===== config.mk =====
export PLATFORM = sky130hd
export DESIGN_NAME = reset_sequencer
export DESIGN_NICKNAME = d
export VERILOG_FILES = /design/src/rtl/reset_seq_pkg.sv /design/src/rtl/reset_sequencer_sync.sv /design/src/rtl/reset_sequencer.sv
export SDC_FILE = /design/constraint.sdc
export NUM_CORES = 1
export LEC_CHECK = 0
export CORE_MARGIN = 3
export CORE_UTILIZATION = 40
export CTS_CLUSTER_SIZE = 40
export DETAILED_ROUTE_END_ITERATION = 16
export GPL_ROUTABILITY_DRIVEN = 0
export SKIP_LAST_GASP = 1
export SLEW_MARGIN = 20
export SYNTH_ARGS = -nofsm -noshare
export SYNTH_HDL_FRONTEND = slang
export SYNTH_SLANG_ARGS = --single-unit

===== constraint.sdc =====
create_clock -name clk -period 2.75 [get_ports clk]
set_input_delay 0.55 -clock clk [delete_from_list [all_inputs] [get_ports clk]]
set_output_delay 0.55 -clock clk [all_outputs]
set_load 0.03 [all_outputs]

===== src/rtl/reset_seq_pkg.sv =====
// Shared definitions for the reset sequencer: FSM state encoding, the
// smallest legal values of the sequencer parameters, and a counter-width
// helper used to size the internal counters.
package reset_seq_pkg;

   typedef enum logic [1:0] {
      S_HOLD    = 2'd0,
      S_RELEASE = 2'd1,
      S_RUN     = 2'd2,
      S_SWRST   = 2'd3
   } state_t;

   localparam int MIN_SYNC_STAGES    = 2;
   localparam int MIN_STRETCH_CYCLES = 1;
   localparam int MIN_STAGGER_CYCLES = 1;
   localparam int MIN_N_OUT          = 1;

   // Bits needed to count 0..value-1, never less than one bit.
   function automatic int width_min1(input int value);
      if (value <= 2) return 1;
      return $clog2(value);
   endfunction

endpackage


===== src/rtl/reset_sequencer_sync.sv =====
// Deassertion synchroniser for rst_n: a chain of STAGES flops that clears
// instantly when rst_n falls and shifts in ones once rst_n is released.
module reset_sync_chain #(
   parameter int STAGES = 3
) (
   input  logic clk,
   input  logic rst_n,
   output logic sync_ok
);

   logic [STAGES-1:0] chain_reg;

   // Shift a constant one through the chain; async clear on rst_n.
   always_ff @(posedge clk or negedge rst_n) begin
      if (!rst_n) begin
         chain_reg <= '0;
      end else begin
         chain_reg <= {chain_reg[STAGES-2:0], 1'b1};
      end
   end

   assign sync_ok = chain_reg[STAGES-1];

endmodule


===== src/rtl/reset_sequencer.sv =====
// Staged reset generator. rst_n asserts every rst_out bit immediately; on
// release the deassertion is synchronised, stretched by STRETCH_CYCLES and
// then the bits are released one at a time, bit 0 first, STAGGER_CYCLES apart.
// Optional feature macro RESET_SEQ_SW_REQ_EN enables the sw_req/sw_ack
// software-reset handshake that replays the whole sequence from S_RUN.
module reset_sequencer
   import reset_seq_pkg::*;
#(
   parameter int SYNC_STAGES    = 3,
   parameter int STRETCH_CYCLES = 16,
   parameter int STAGGER_CYCLES = 4,
   parameter int N_OUT          = 4
) (
   input  logic             clk,
   input  logic             rst_n,
   input  logic             sw_req,
   output logic             sw_ack,
   output logic [N_OUT-1:0] rst_out,
   output logic             rst_done
);

   localparam int CNT_W = width_min1((STRETCH_CYCLES > STAGGER_CYCLES) ?
                                     STRETCH_CYCLES : STAGGER_CYCLES);
   localparam int IDX_W = width_min1(N_OUT);

   localparam logic [CNT_W-1:0] STRETCH_LAST = CNT_W'(STRETCH_CYCLES - 1);
   localparam logic [CNT_W-1:0] STAGGER_LAST = CNT_W'(STAGGER_CYCLES - 1);
   localparam logic [IDX_W-1:0] LAST_IDX     = IDX_W'(N_OUT - 1);

   // Reject parameter values the sequencing cannot honour.
   if (SYNC_STAGES < MIN_SYNC_STAGES) begin : g_bad_sync
      $error("reset_sequencer: SYNC_STAGES below minimum");
   end
   if (STRETCH_CYCLES < MIN_STRETCH_CYCLES) begin : g_bad_stretch
      $error("reset_sequencer: STRETCH_CYCLES below minimum");
   end
   if (STAGGER_CYCLES < MIN_STAGGER_CYCLES) begin : g_bad_stagger
      $error("reset_sequencer: STAGGER_CYCLES below minimum");
   end
   if (N_OUT < MIN_N_OUT) begin : g_bad_nout
      $error("reset_sequencer: N_OUT below minimum");
   end

   logic             sync_ok;
   state_t           state_reg;
   logic [CNT_W-1:0] cnt_reg;
   logic [IDX_W-1:0] idx_reg;

`ifdef RESET_SEQ_SW_REQ_EN
   logic sw_ack_reg;
   assign sw_ack = sw_ack_reg;
`else
   // Handshake compiled out: request is ignored and acknowledge held low.
   logic unused_sw_req;
   assign unused_sw_req = sw_req;
   assign sw_ack        = 1'b0;
`endif

   reset_sync_chain #(
      .STAGES (SYNC_STAGES)
   ) u_sync (
      .clk     (clk),
      .rst_n   (rst_n),
      .sync_ok (sync_ok)
   );

   // Sequencing FSM; every output is a flop so downstream resets never glitch.
   always_ff @(posedge clk or negedge rst_n) begin
      if (!rst_n) begin
         state_reg <= S_HOLD;
         cnt_reg   <= '0;
         idx_reg   <= '0;
         rst_out   <= '1;
         rst_done  <= 1'b0;
`ifdef RESET_SEQ_SW_REQ_EN
         sw_ack_reg <= 1'b0;
`endif
      end else begin
         case (state_reg)
            S_HOLD: begin
               rst_out <= '1;
               if (sync_ok) begin
                  if (cnt_reg == STRETCH_LAST) begin
                     state_reg <= S_RELEASE;
                     cnt_reg   <= '0;
                     idx_reg   <= '0;
                  end else begin
                     cnt_reg <= cnt_reg + 1'b1;
                  end
               end
            end
            S_RELEASE: begin
               if (cnt_reg == STAGGER_LAST) begin
                  cnt_reg <= '0;
                  for (int i = 0; i < N_OUT; i++) begin
                     if (idx_reg == IDX_W'(i)) rst_out[i] <= 1'b0;
                  end
                  if (idx_reg == LAST_IDX) begin
                     // Last bit goes low on this edge, so done rises with it.
                     state_reg <= S_RUN;
                     rst_done  <= 1'b1;
                     idx_reg   <= '0;
                  end else begin
                     idx_reg <= idx_reg + 1'b1;
                  end
               end else begin
                  cnt_reg <= cnt_reg + 1'b1;
               end
            end
            S_RUN: begin
`ifdef RESET_SEQ_SW_REQ_EN
               if (sw_req) begin
                  state_reg  <= S_SWRST;
                  rst_out    <= '1;
                  rst_done   <= 1'b0;
                  sw_ack_reg <= 1'b1;
                  cnt_reg    <= '0;
                  idx_reg    <= '0;
               end
`endif
            end
`ifdef RESET_SEQ_SW_REQ_EN
            S_SWRST: begin
               // Hold everything in reset until the requester drops sw_req;
               // the synchroniser is still full so the stretch starts at once.
               if (!sw_req) begin
                  state_reg  <= S_HOLD;
                  sw_ack_reg <= 1'b0;
                  cnt_reg    <= '0;
               end
            end
`endif
            default: begin
               state_reg <= S_HOLD;
               cnt_reg   <= '0;
               idx_reg   <= '0;
               rst_out   <= '1;
               rst_done  <= 1'b0;
            end
         endcase
      end
   end

endmodule


==> results.md, run 1 <==
- Status: complete, no violations
- Worst Hold Class: reg -> reg
- Port Buf Inserts: 6
- CTS tree: done
- Crit path cell chain: clkdlybuf4s50_1
- Global-route wire length before repair: 2580 um
- Register area: 405.4 um2
- Diode count: 0
- Total core area: roughly 0.0018 mm2
- Flops & latches, synth: 16
- Worst slew pin tran: 0.6966 ns
- Buf/Inv on CP: 1
- VDD IR max: a little under 400 uV
- Initial antenna violation count: 0
- Total Power: a little under 800 uW
- Register area share after synthesis: approximately 50%
- Sink Count: 16
- Post-Synthesis Cells: 82
- Die outline area: between 0.002 and 0.003 mm2
- Syn nets: 90
- Final Hold Viols: 0
- I/O pins: 9
- Area growth, synth to finish: 14.29%
- Residual DRC count: 0
- Minimum hold slack: about 0.35 ns
- First-pass iteration count of the detailed router: 4
- Final core utilization: 50.58%
- RSZ-0062 raised after global routing: false
- Row cnt: 15
- Die X: between 50 and 60 um
- Post-layout nets: between 90 and 100
- GR Util All Layers: a little over an eighth
- Setup_tns: 0 ns
- Period utilization: 74.21%
- Crit end category: output pin
- Setup-failing EPs final: 0
- Grt ovf: 0
- Cell with the largest stage delay on the worst path: clkdlybuf4s50_1
- Latest clock arrival within the worst-skew pair: 0.28 ns
- Wire per inst: 11.56 um
- # resized after CTS: 0
- Area of the multi-input gates: between 300 and 400 um2
- Hold_buf cts: 0
- H-tree Lvls: 1
- Num CTS Buffers: 3
- Pwr per Cell Area: 853.6 mW/mm2
- DR iter-0 viols: 10
- CP Max Fanout: 3
- FMAX: between 400 and 500 MHz
- Final clock skew: 0.003484 ns
- Largest net degree at the start of global routing: 17
- Starting Density: 44.26%
- Fin crit period: approximately 2.0 ns
- Worst path top cell family by delay: buffers and inverters
- Clk pin slew, worst setup/hold paths: 0.09 ns
- Vias per cell: around 5.1
- Vias in the first global route: ~580
- CTS root buffer: clkbuf_4
- Crit-path max cell delay: roughly 0.66 ns
- Max_cap viols: 0
- Crit start category: flop
- WP data required: roughly 2.2 ns
- CP Data Arrival Time: 1.49 ns
- Avg Cell Area, Syn: 9.827 um2
- Cell variety after synth: 25
- WL final: around 1300 um
- Post-route ant nets: 0
- Detailed Place HPWL: just over 1000 um
- CTS Buffer Depth: 2
- Leak: 0.0003993 uW
- Max-slew violations: 0
- Yosys warns: 0
- WS Path Type: reg -> out
- Slew headroom: between 50% and 60%
- Post-Syn Area: around 800 um2
- Fillers: 172
- Die H: ~51 um
- Share of post-route cells with drive strength above 1: a little over an eighth
- Via Count: approximately 600
- Postcts setup bufs: 0
[cell usage in the layout (no fill, tap or decap), types with 4 or more instances in the layout]
cell type / instances
clkdlybuf4s50_1: 6
nand2_1: 7
ha_1: 5
o21ai_0: 8
a21oi_1: 6
nor2_1: 7
dfrtp_1: 12
dfstp_2: 4
inv_1: 8
[area by class of cell]
class | instances | share of cell area (%)
flip-flops and latches | 16 | 44.02
clock buffers | 4 | 3.940
multi-input cells | 56 | 38.86
inverters | 8 | 3.261
well taps | 25 | 3.397
repair buffers | 6 | 6.522
[final timing paths]
kind	startpoint	to	slack, ns	cells past startpoint
worst min-delay path	u_sync.chain_reg[0]	u_sync.chain_reg[1]	0.35	0
max in group asynchronous	rst_n	u_sync.chain_reg[0]	1.63	1
min in group asynchronous	rst_n	state_reg[1]	0.68	1
worst max register to register	cnt_reg[0]	idx_reg[0]	1.15	4
worst min register to register	u_sync.chain_reg[0]	u_sync.chain_reg[1]	0.35	0
worst max-delay path	rst_out[0]	rst_out[0]	0.71	1
[power by group]
group          internal, uW  switching (uW)  total, uW
combinational           128             139        267
clock                  80.5            69.8        150
sequential              296            72.4        369
[cell families (layout without fill, tap and decap cells)]
group / Yosys count / count (layout) / share of synthesized area [%]
AOI/OAI and AO/OA: 18 / 18 / 12.73
adders and majority gates: 5 / 5 / 7.764
buffers and inverters: 10 / 18 / 5.279
DFF: 16 / 16 / 50.31
muxes: 4 / 4 / 5.435
other: 2 / 2 / 0.9320
and+or+nand+nor: 27 / 27 / 17.55
[cell usage after synthesis (all sizes together)]
cell type,number,area (um2)
inv,8,30.03
a21boi,1,7.510
dfstp,4,105.1
mux2i,1,10.01
buf,2,12.51
ha,5,62.56
a21oi,6,30.03
conb,2,7.510
nor2,7,26.28
a21o,1,7.510
nand4,2,12.51
a311o,1,10.01
or2,1,6.260
nand3b,2,15.01
dfrtp,12,300.3
nor2b,3,18.77
and3,1,6.260
nand2b,2,12.51
and4bb,1,12.51
mux2,3,33.78
o21bai,1,7.510
nand2,7,26.28
nand3,1,5.000
o21ai,8,40.04
[routing by layer]
metal	up-vias	GRT usage (%)	share of wire, %
met5	-	0	0
met4	0	3.139	0
met3	0	6.706	5.8
met2	11	20.87	46
met1	278	16.67	48
li1	294	-	-
[metrics by stage]
stage                     instances  setup slack (ns)  area, um2
final                           115            0.7093      920.9
after global routing            115            0.6416      920.9
after CTS                       115            0.6903      920.9
after detailed placement        111             1.014      884.6
after global placement          111             1.021      884.6
after floorplan                  82             1.292      805.8
[worst register-to-register path, stage by stage, from the launching register on]
cell and delay, ns:
dfrtp_1 0.42, ha_1 0.30, and4bb_1 0.23, nand3b_1 0.24, mux2_2 0.31
Power figures use the tool's default switching activity.
==> run 2: changes to the inputs <==
clock period = 2 ns   (was 2.75 ns; I/O delays follow)
==> run 2 against run 1 <==
Compared with the run above: first-iteration DRC count is 30% lower; core utilization is 0.41 points higher; global-route usage is 1.7 points lower; sequential share of layout area is 0.36 points lower; register-to-register slack worse by 0.72 ns; sequential power is 36% higher; routed wire length is 11% lower; critical path depth stayed put; critical endpoint is now rst_out[2]; highest routed layer is now met4.
==> results.md, run 2 (same netlist as run 1, synthesis figures left out) <==
- Sequential Power Share: a little under half
- Placed Cells: 112
- H-tree Lvls: 1
- Via Count: between 500 and 600
- Sink Count: 16
- Fillers: 173
- Die X: approximately 51 um
- CTS tree: done
- Post-route ant nets: 0
- WS Path Type: reg -> out
- Diode count: 0
- CTS root buffer: clkbuf_4
- Met2 usage in global routing: between 10% and 20%
- Crit path cell chain: clkdlybuf4s50_1
- Die outline area: around 0.0026 mm2
- Vias per cell: 4.603
- Latest clock arrival within the worst-skew pair: roughly 0.28 ns
- FMAX: around 530 MHz
- Worst path top cell family by delay: buffers and inverters
- Largest net degree at the start of global routing: 17
- Period utilization: 94.60%
- Row cnt: 15
- Setup-failing EPs final: 0
- Max_cap viols: 0
- Hold_buf cts: 0
- Register area: between 400 and 500 um2
- GR Util All Layers: 11.68%
- Share of post-route cells with drive strength above 1: roughly 14%
- CP Max Fanout: 3
- Postcts setup bufs: 0
- Starting Density: roughly 44%
- Grt ovf: 0
- Initial antenna violation count: 0
- DR iter-0 viols: 7
- Die H: just over 50 um
- Total core area: 0.001821 mm2
- WL final: between 1000 and 1500 um
- Clock power share: between 10% and 20%
- Most frequent cells in the layout: dfrtp_1, inv_1, o21ai_0
- Residual DRC count: 0
- Area of the multi-input gates: 357.8 um2
- Fin crit period: 1.892 ns
- Buf/Inv on CP: 1
- Net Sw Frac: around a third
- CP Data Arrival Time: approximately 1.5 ns
- VDD IR max: ~750 uV
- Post-layout nets: 100
- Global-route wire length before repair: around 2300 um
- Reg-to-reg slack, setup: between 0.4 and 0.5 ns
- M3 GR Usage: roughly 4.7%
- Layout Cells excl Fill: between 100 and 150
- Setup_tns: 0 ns
- First-pass iteration count of the detailed router: 4
- Most common cell after layout, fill and taps aside: dfrtp_1
- Crit-path max cell delay: 0.66 ns
- Pwr per Cell Area: about 1100 mW/mm2
- Psw: ~370 uW
- Crit end category: output pin
- Status: complete, no violations
- Combinational share of power: 33.8%
- Leak: between 0.0004 and 0.0005 uW
- Total Power: 1062 uW
- M1 GR Usage: between 10% and 20%
- Clk pin slew, worst setup/hold paths: approximately 0.090 ns
- Max-slew violations: 0
- Worst Hold Class: reg -> reg
- Num CTS Buffers: 3
- Vias in the first global route: around 550
- I/O pins: 9
- Detailed Place HPWL: around 900 um
- Port Buf Inserts: 6
- Gr busiest metal: met2
- CTS Buffer Depth: 2
- Internal: approximately 690 uW
- Cell with the largest stage delay on the worst path: clkdlybuf4s50_1
- Wire per inst: roughly 10 um
- Area growth, synth to finish: 15.22%
- Final clock skew: about 0.0055 ns
- RSZ-0062 raised after global routing: false
- # resized after CTS: 0
- Crit start category: flop
- Final Hold Viols: 0
- WP data required: ~1.6 ns
run 2: cell count changes in the layout (fill, tap and decap cells not counted), sizes merged:
cell,before,now
buf,0,1
run 2: metal layers:
metal	routed length (um)	up-vias
li1	-	288
met4	10	0
met2	510	9
met1	607	235
met5	0	-
met3	59	2
run 2: final cells by class:
type	count	share of cell area [%]
well taps	25	3.369
multi-input cells	56	38.54
clock buffers	4	3.908
inverters	8	3.235
repair buffers	7	7.278
flip-flops and latches	16	43.67
run 2: path summary, 6_finish.rpt:
check | end | start | cells past startpoint
setup reg to reg | idx_reg[0] | cnt_reg[0] | 4
setup / recovery | rst_out[2] | rst_out[2] | 1
min in group asynchronous | rst_done | rst_n | 2
hold reg to reg | u_sync.chain_reg[2] | u_sync.chain_reg[1] | 0
max in group asynchronous | rst_out[1] | rst_n | 2
hold / removal | u_sync.chain_reg[2] | u_sync.chain_reg[1] | 0
run 2: stage by stage:
stage / setup WS, ns / util, % / hold slack [ns] / cell area [um2]
floorplan: 0.5425 / - / 0.1044 / 805.8
global placement: 0.4203 / 49.00 / 0.3349 / 892.1
detailed placement: 0.4147 / 49.00 / 0.3358 / 892.1
CTS: 0.09473 / 51.00 / 0.3563 / 928.4
global route: 0.04615 / 51.00 / 0.3743 / 928.4
finish: 0.1081 / 51.00 / 0.3555 / 928.4
run 2: power by group through the flow:
stage | logic [uW] | clock network (uW) | registers (uW)
2_1_floorplan | 292 | 0 | 491
3_3_place_gp | 357 | 0 | 504
3_5_place_dp | 361 | 0 | 509
4_1_cts | 363 | 213 | 502
5_1_grt | 418 | 229 | 522
6_report | 358 | 202 | 502
run 2: worst register-to-register path: cells and delay by family (launching register included):
family | cells | cell delay, ns
and+or+nand+nor | 2 | 0.46
DFF | 1 | 0.41
muxes | 1 | 0.31
adders and majority gates | 1 | 0.29
==> run 3: changes to the inputs <==
SLEW_MARGIN = not set   (was 20)
==> results of run 3 <==
Same layout as run 2: the final DEF is identical, and so are final timing and power.
